<file path="src/rtl/quad_chain_ctrl.sv">
// Sequencer for the GF(2^233) repeated-squaring datapath: computes operand^(2^count)
// by chaining up to STEP_MAX squarings per clock through an external quad_block.
module quad_chain_ctrl #(
  parameter int unsigned WIDTH    = 233,
  parameter int unsigned STEP_MAX = 15,
  parameter int unsigned CNT_W    = 8
) (
  input  logic             clk,
  input  logic             rst_n,
  input  logic             start,
  input  logic [WIDTH-1:0] operand,
  input  logic [CNT_W-1:0] count,
  output logic             busy,
  output logic             done,
  output logic [WIDTH-1:0] result,
  output logic [WIDTH-1:0] q_in,
  output logic [3:0]       q_sel,
  output logic [1:0]       q_enable,
  input  logic [WIDTH-1:0] q_out
);

  localparam int unsigned SEL_W = 4;
  localparam logic [CNT_W-1:0] STEP_MAX_CNT = CNT_W'(STEP_MAX);
  localparam logic [1:0] Q_EN_RUN  = 2'b01;
  localparam logic [1:0] Q_EN_IDLE = 2'b00;

  typedef enum logic [1:0] {
    IDLE = 2'd0,
    RUN  = 2'd1,
    DONE = 2'd2
  } state_t;

  state_t             state_q, state_d;
  logic [WIDTH-1:0]   acc_q, acc_d;
  logic [CNT_W-1:0]   rem_q, rem_d;
  logic [WIDTH-1:0]   result_q, result_d;
  logic               busy_q, busy_d;
  logic               done_q, done_d;
  logic [SEL_W-1:0]   q_sel_q, q_sel_d;
  logic [1:0]         q_en_q, q_en_d;

  // State, datapath and output registers
  always_ff @(posedge clk) begin
    if (!rst_n) begin
      state_q  <= IDLE;
      acc_q    <= '0;
      rem_q    <= '0;
      result_q <= '0;
      busy_q   <= 1'b0;
      done_q   <= 1'b0;
      q_sel_q  <= '0;
      q_en_q   <= Q_EN_IDLE;
    end else begin
      state_q  <= state_d;
      acc_q    <= acc_d;
      rem_q    <= rem_d;
      result_q <= result_d;
      busy_q   <= busy_d;
      done_q   <= done_d;
      q_sel_q  <= q_sel_d;
      q_en_q   <= q_en_d;
    end
  end

  // Next-state and accumulator update; q_sel_q already holds min(rem_q, STEP_MAX) in RUN
  always_comb begin
    state_d = state_q;
    acc_d   = acc_q;
    rem_d   = rem_q;
    unique case (state_q)
      IDLE: begin
        if (start) begin
          acc_d   = operand;
          rem_d   = count;
          state_d = (count == '0) ? DONE : RUN;
        end
      end
      RUN: begin
        acc_d   = q_out;
        rem_d   = rem_q - CNT_W'(q_sel_q);
        state_d = (rem_q == CNT_W'(q_sel_q)) ? DONE : RUN;
      end
      DONE: begin
        state_d = IDLE;
      end
      default: begin
        state_d = IDLE;
      end
    endcase
  end

  // Output register inputs, derived from the upcoming state so outputs align with it
  always_comb begin
    busy_d   = (state_d != IDLE);
    done_d   = (state_d == DONE);
    result_d = result_q;
    q_sel_d  = '0;
    q_en_d   = Q_EN_IDLE;
    if (state_d == DONE && state_q != DONE) begin
      result_d = acc_d;
    end
    if (state_d == RUN) begin
      q_en_d  = Q_EN_RUN;
      q_sel_d = (rem_d > STEP_MAX_CNT) ? SEL_W'(STEP_MAX) : SEL_W'(rem_d);
    end
  end

  assign busy     = busy_q;
  assign done     = done_q;
  assign result   = result_q;
  assign q_in     = acc_q;
  assign q_sel    = q_sel_q;
  assign q_enable = q_en_q;

endmodule

</file>
<file path="config.mk">
export PLATFORM = sky130hd
export DESIGN_NAME = quad_chain_ctrl
export DESIGN_NICKNAME = d
export VERILOG_FILES = /design/src/rtl/quad_chain_ctrl.sv
export SDC_FILE = /design/constraint.sdc
export NUM_CORES = 1
export LEC_CHECK = 0
export CAP_MARGIN = 0
export CORE_AREA = 2 2 372 374
export CTS_BUF_LIST = sky130_fd_sc_hd__clkbuf_2 sky130_fd_sc_hd__clkbuf_4 sky130_fd_sc_hd__clkbuf_8
export DETAILED_ROUTE_END_ITERATION = 8
export DIE_AREA = 0 0 374 376
export GPL_TIMING_DRIVEN = 1
export PLACE_DENSITY = 0.47
export SKIP_CTS_REPAIR_TIMING = 1
export SLEW_MARGIN = 20
export SYNTH_ARGS = -nofsm -noshare
export SYNTH_HDL_FRONTEND = slang
export SYNTH_SLANG_ARGS = --single-unit
export TNS_END_PERCENT = 50
</file>
<file path="constraint.sdc">
create_clock -name clk -period 2.6 [get_ports clk]
set_clock_uncertainty 0.05 [all_clocks]
set_input_delay 0.65 -clock clk [delete_from_list [all_inputs] [get_ports clk]]
set_output_delay 0.65 -clock clk [all_outputs]
set_load 0.005 [all_outputs]
</file>
* After elaboration in Yosys (flattened, before gate mapping)
Index checks and enable logic that the tools add are counted.
Storage, ports and cells: register bits after elaboration 484, input port bits 477, output and inout port bits 474, logic and storage cells 30
Cells by class: add/subtract/negate cells 1, $lt $le $gt $ge 1, equality and inequality tests 5, muxes and demuxes 10, reduce and logical (&&, ||, !) cells 5
Operator list (number):
- $pmux 233 s2 | 1
- $mux 233 | 1
- $pmux 8 s2 | 1
- $eq 8x4->1 | 1
- $gt 8x4->1 const B | 1
- $logic_not 8->1 | 1
- $mux 8 | 1
- $sub 8x4->8 | 1
- $mux 2 | 3
- $eq 2x1->1 const B | 2
- $mux 4 | 1
- $pmux 2 s2 | 1
- $eq 2x2->1 const B | 1
- $logic_not 2->1 | 1
- $ne 2x2->1 const B | 1
- $reduce_and 2->1 | 1
- $reduce_bool 2->1 | 1
- $logic_and 1x1->1 | 1
- $mux 1 | 1

* Depth between registers and ports, before layout
Gate-level depths: netlist of the first run.
word-level depth 6, depth in mapped cells 10, depth with buffers taken out 9

* Worst setup path before layout of the first run
No wires, ideal clock.
path type input port to flip-flop, from in count[4], to reg result_q[83] (netlist: result[83]), setup time 0.132 ns, data arrival time 2.008 ns, data required time 2.418 ns, setup slack 0.410 ns, cell stages on the path 8, path buffers 3, path through nor4_1 > nand3_1 > a21o_1 > clkbuf_1 > buf_2 > clkbuf_1 > nand2_1 > a21oi_1
On the way: longest elaborated chain between the ends 6
RTL lines:
- start: declaration | RTL line 12 | input logic [CNT_W-1:0] count,
- $logic_not 8->1 | RTL line 75 | state_d = (count == '0) ? DONE : RUN;
- $mux 2 | RTL line 75
- $mux 2 | RTL line 72 | if (start) begin
- $pmux 2 s2 | RTL line 70 | unique case (state_q)
- $eq 2x2->1 | RTL line 99 | if (state_d == DONE && state_q != DONE) begin
- $logic_and 1x1->1 | RTL line 99
- end signal: assignment | RTL line 57 | result_q <= result_d;
- end: declaration | RTL line 36 | logic [WIDTH-1:0] result_q, result_d;
No other way between the ends. A chain may end at the register's enable or synchronous reset.

* Worst setup path in the final report of the first run
from reg result_q[36] (netlist: result[36]), to out result[36]
RTL lines:
- end: declaration | RTL line 15 | output logic [WIDTH-1:0] result,
No word-level cell between the ends.

==> results.toml, run 1 <==
[floorplanning]
die_height_um = 376
fp.coreArea_sq_mm = 0.1366
boundaryPins = 951
chipWidth_um = 374
floorplan.rows = 136
initial_core_util_pct = 14.75
die_area_sq_mm = 0.1406

[critical_path]
critical_path.cell_chain = "clkdlybuf4s50_1"
critPathRequiredTime_ps = 1900
timing.critical_path.from_type = "register"
slowest_delay_ps = 670
r2r_slack_ps = 230
arrival_time_at_the_worst_endpoint_ps = 1800
worstPathMaxFanout = 2
worstSetupEndpointType = "output pin"
critical-path-top-delay-family = "buffers and inverters"
worstPathBufferInverterCount = 1
cp_slowest_cell = "clkdlybuf4s50_1"
timing.setup.critical_path_class = "register to output pin"

[layout]
number_of_nets_in_the_final_layout = 4014
mostFrequentLayoutCells = "933 x clkdlybuf4s50_1, 650 x nand2_1, 478 x dfxtp_1, 267 x a21oi_1"
final_common_cell = "clkdlybuf4s50_1"
layout-area-overhead-vs-synth_pct = 73.93
layout-drive-gt1-share_pct = 11.47
ff_latch_area_sq_mm = 0.009681
multi_input_comb_area_sq_mm = 0.009552
stdcell_count = 5400
layout.filler_cells = 14910

[routing]
detail_route.first_pass.iterations = 5
final_routed_drc_violation_total = 0
drt_wl_total_um = 113800
detailedRoute.firstIterationViolations = 1155
dr_total_vias = 22230
drt-vias-per-instance = 4.116
drtAntennaViolNets = 0
post_drt_wl_per_cell_um = 21.07

[global_route]
globalRouteTotalUtil_pct = 15.45
number_of_global_route_vias_before_repair = 21920
number_of_antenna_violations_at_the_first_check_in_global_routing = 13
grt_max_degree = 94
groute.layer.met1.usage_pct = 18.28
grt-ovfl-total = 0
wire_length_of_the_first_global_routing_pass_um = 159600
met2_usage_in_global_routing_pct = 26.79
global_route.peak_usage_layer = "met2"
grt.met3_usage_pct = 4.025

[place]
dp_slack_ps = -370.0
portBuffers = 949
gp_congestion = 0.8505
place_hpwl_um = 86890
post-place-cells = 5228

[synthesis]
synthCells = 2517
synth_adder_area_share_pct = 0.4098
synth_simple_gate_area_share_pct = 21.93
synth_nets = 3000
sequential_area_share_after_synthesis_pct = 47.99
ys.warnings.count = 0
dominant_combinational_cell_family_by_area_after_synthesis = "compound AO/OA/AOI/OAI gates"
synth.ff_latch_count = 483
synth-compound-area-share_pct = 24.72
synthArstFlopShare_pct = 0
mappedNetlistArea_sq_mm = 0.02015
synthesis.area_per_instance_sq_um = 8.005
synth_area_in_xor_xnor_pct = 0.04347
number_of_enable_flip_flop_cells_after_synthesis = 0
post-synth-top-area-cell = "dfxtp_1"
synthTopCellsByArea = "dfxtp_1 48%, nand2_1 12%, a22oi_1 8.6%, and2_1 7.4%, a21oi_1 6.6%"
synth.area.mux_share_pct = 0.05589
post_synthesis_cell_type_count = 47
synthFlopType = "dfxtp_1"
post-synth-top-area-fraction_pct = 47.99

[power]
cellLeakagePower_nw = 12.60
swShare_pct = 30.11
ir_drop_v = 0.0002892
seq_power_share_pct = 37.0
portion_of_total_power_attributed_to_combinational_logic_pct = 25.2
internal_power_w = 0.01584
clock_power_share_pct = 37.8
power_per_cell_area_mw_per_mm2 = 646.9
power.net_switching_w = 0.006827

[timing]
max_slew_margin_pct = 60.06
tns_ps = 0
fmax_mhz = 400.3
post-route-worst-setup-slack_ps = 101.7
tightest_slew_ps = 599.1
setup_viol = 0
final_worst_path_period_share_pct = 96.09
rsz0062_at_grt = "false"
post-route-min-period_ps = 2498
hold_violations = 0
report.final.slew_viol_count = 0

[clocking]
cts-root-buf = "clkbuf_8"
clock_tree.buffer_depth = 3
htree_num_levels = 3
cts_buffers = 95
tritoncts = "built"
clkSlewWorstSetupHoldPaths_ps = 60
numClockSinks = 483
clkLatencyLatePin_ps = 800

[min_path]
min_path_type = "input port to register"

[run_status]
run_status = "complete, no violations"

[flow_run]
max-cap-violations = 0
-- logic make-up (layout without fill, tap and decap cells) --
family	count (synthesis)	after routing
compound gates	828	828
xor+xnor	1	1
fa+ha+maj	6	6
buf+inv	240	1324
flops	483	483
mux	1	1
other cells	1	6
simple gates	957	957
-- path summary, 6_finish.rpt --
kind,from,endpoint,cells past startpoint
worst min register to register,result[112]$_SDFFE_PN0P_,result[112]$_SDFFE_PN0P_,2
worst min-delay path,rst_n,q_in[152]$_SDFF_PN0_,2
worst max register to register,q_sel[2]$_SDFF_PN0_,result[111]$_SDFFE_PN0P_,9
worst max-delay path,result[36]$_SDFFE_PN0P_,result[36],1
-- flip-flops by register name (all words and copies together), names as in the netlist --
register	flops
q_in	233
result	233
rem_q	8
q_sel	4
state_q	2
busy	1
done	1
q_enable	1
-- final cells by class --
cell class                      count  area share [%]
Timing Repair Buffer             1145           32.60
Sequential cell                   483           27.62
Multi-Input combinational cell   1794           27.25
Tap cell                         1794           6.405
Clock buffer                      153           5.455
Clock inverter                     14          0.4784
Inverter                           12          0.1499
Antenna cell                        5         0.03570
-- power groups by stage --
stage / logic, W / clock network [W] / registers, W
2_1_floorplan: 0.00209 / 0 / 0.00849
5_1_grt: 0.00617 / 0.00918 / 0.00846
6_report: 0.00572 / 0.00856 / 0.00839
3_3_place_gp: 0.00582 / 0 / 0.00853
3_5_place_dp: 0.00578 / 0 / 0.00854
4_1_cts: 0.00581 / 0.00891 / 0.00839
-- routing by layer --
layer | vias up | wire length (um)
li1 | 10700 | -
met2 | 761 | 55970
met3 | 148 | 7598
met4 | 8 | 3228
met5 | - | 51
met1 | 10620 | 46950
-- synth_stat cells, drive strengths merged, types with 3 or more instances --
master     n
a211oi     3
a21oi    268
a221oi     3
a22oi    230
a2bb2oi   39
a41oi      4
and2     237
buf       80
clkbuf   148
dfxtp    483
ha         5
inv       10
nand2    650
nand2b     6
nor2      13
nor2b      4
nor4       3
o21ai    237
o22ai     32
or3b      30
-- stage by stage --
step	area (sq um)	hold slack [ps]	power (W)	utilization, %
after floorplan	20150	398.2	0.01058	-
after global placement	32920	387.5	0.01435	24.09
after detailed placement	32920	392.0	0.01432	24.09
after CTS	35000	85.53	0.02311	25.61
after global routing	35040	130.3	0.02382	25.64
final	35050	205.0	0.02267	25.65
(Power assumes the default switching activity.)
==> run 2, diff against run 1 <==
Settings changed: REMOVE_ABC_BUFFERS set to 1.
==> results.toml, run 2 (synthesis results as in run 1) <==
[critical_path]
critical-path-top-delay-family = "buffers and inverters"
critPathRequiredTime_ps = 1900
timing.setup.critical_path_class = "register to output pin"
worstPathMaxFanout = 2
worstPathBufferInverterCount = 1
critical_path.startpoint = "result[203]$_SDFFE_PN0P_"
timing.critical_path.from_type = "register"
worstSetupEndpointType = "output pin"
crit-reg2reg-launch = "q_sel[2]$_SDFF_PN0_"
arrival_time_at_the_worst_endpoint_ps = 1800
slowest_delay_ps = 620
cp_slowest_cell = "clkdlybuf4s50_1"
critical_path.cell_chain = "clkdlybuf4s50_1"

[timing]
setup_viol = 0
report.final.slew_viol_count = 0
max_slew_margin_pct = 47.10
post-route-worst-setup-slack_ps = 95.82
fmax_mhz = 399.3
final_worst_path_period_share_pct = 96.31
rsz0062_at_grt = "false"
post-route-min-period_ps = 2504
hold_violations = 0
tightest_slew_ps = 785.1

[routing]
dr_total_vias = 21820
drt-vias-per-instance = 4.085
drtAntennaViolNets = 0
post_drt_wl_per_cell_um = 20.61
final_routed_drc_violation_total = 0
drt_wl_total_um = 110100
detailedRoute.firstIterationViolations = 1198
detail_route.first_pass.iterations = 6

[global_route]
number_of_antenna_violations_at_the_first_check_in_global_routing = 9
wire_length_of_the_first_global_routing_pass_um = 154200
number_of_global_route_vias_before_repair = 21660
grt_max_degree = 120
grt-ovfl-total = 0
globalRouteTotalUtil_pct = 14.89

[flow_run]
max-cap-violations = 0

[clocking]
clkSlewWorstSetupHoldPaths_ps = 60
cts-root-buf = "clkbuf_8"
clock_tree.buffer_depth = 3
htree_num_levels = 3
tritoncts = "built"
cts_buffers = 94
numClockSinks = 483
clkLatencyLatePin_ps = 760

[place]
place_hpwl_um = 83400
gp_congestion = 0.8323
dp_slack_ps = -915.3
post_dp_cell_area_sq_mm = 0.03255
portBuffers = 949

[power]
ir_drop_v = 0.0003128
power_per_cell_area_mw_per_mm2 = 639.5
cellLeakagePower_nw = 12.27
p_total_w = 0.02211

[layout]
final_common_cell = "clkdlybuf4s50_1"
ff_latch_area_sq_mm = 0.009682
number_of_nets_in_the_final_layout = 3965
layout.filler_cells = 14910
mostFrequentLayoutCells = "934 x clkdlybuf4s50_1, 650 x nand2_1, 477 x dfxtp_1, 267 x a21oi_1"
layout-drive-gt1-share_pct = 10.10
layout-area-overhead-vs-synth_pct = 71.55
final_design_area_no_fill_sq_mm = 0.03457
multi_input_comb_area_sq_mm = 0.009557

[floorplanning]
boundaryPins = 951
die_height_um = 376
chipWidth_um = 374
initial_core_util_pct = 14.75
floorplan.rows = 136
fp.coreArea_sq_mm = 0.1366
die_area_sq_mm = 0.1406

[run_status]
run_status = "complete, no violations"

[min_path]
worstHoldStart = "rst_n"
min_path_type = "input port to register"
[run 2: cell count changes in the layout (fill, tap and decap cells not counted), moves of 2 or more]
cell	previous run	this run
buf_4	164	118
dlymetal6s2s_1	13	11
clkbuf_8	122	116
clkinv_8	0	2
clkbuf_4	31	25
clkinv_2	6	10
[run 2: per-layer routing]
layer	global-route usage, %	vias up	wire length (um)
met3	3.847	132	6949
met5	0	-	29
met2	25.24	688	53040
met4	5.149	4	2905
li1	-	10580	-
met1	18.17	10420	47150
[run 2: area by class of cell]
class                           instances  share of cell area (%)
Antenna cell                            4                 0.02896
Clock buffer                          141                   5.162
Clock inverter                         17                  0.5574
Inverter                               12                  0.1520
Multi-Input combinational cell       1794                   27.65
Sequential cell                       483                   28.01
Tap cell                             1794                   6.494
Timing Repair Buffer                 1097                   31.95
[run 2: metrics by stage]
stage | utilization (%) | hold slack, ps | TNS [ps] | cells
5_1_grt | 25.29 | 145.0 | 0 | 5340
6_report | 25.30 | 216.1 | 0 | 5342
2_1_floorplan | - | 398.2 | -4079980 | 2289
4_1_cts | 25.27 | 108.7 | -3019 | 5338
3_5_place_dp | 23.82 | 392.4 | -190340 | 5180
3_3_place_gp | 23.82 | 387.1 | -194050 | 5180
[run 2: report_power, final]
| group | switching, W | internal [W] |
|---|---|---|
| sequential | 0.000402 | 0.00799 |
| clock | 0.00357 | 0.00466 |
| combinational | 0.00272 | 0.00277 |
[run 2: path summary, 6_finish.rpt]
check	end	slack, ps	cells after the start
setup / recovery	result[203]	100	1
hold / removal	q_in[157]$_SDFF_PN0_	220	2
setup reg to reg	result[130]$_SDFFE_PN0P_	190	9
hold reg to reg	result[32]$_SDFFE_PN0P_	400	2
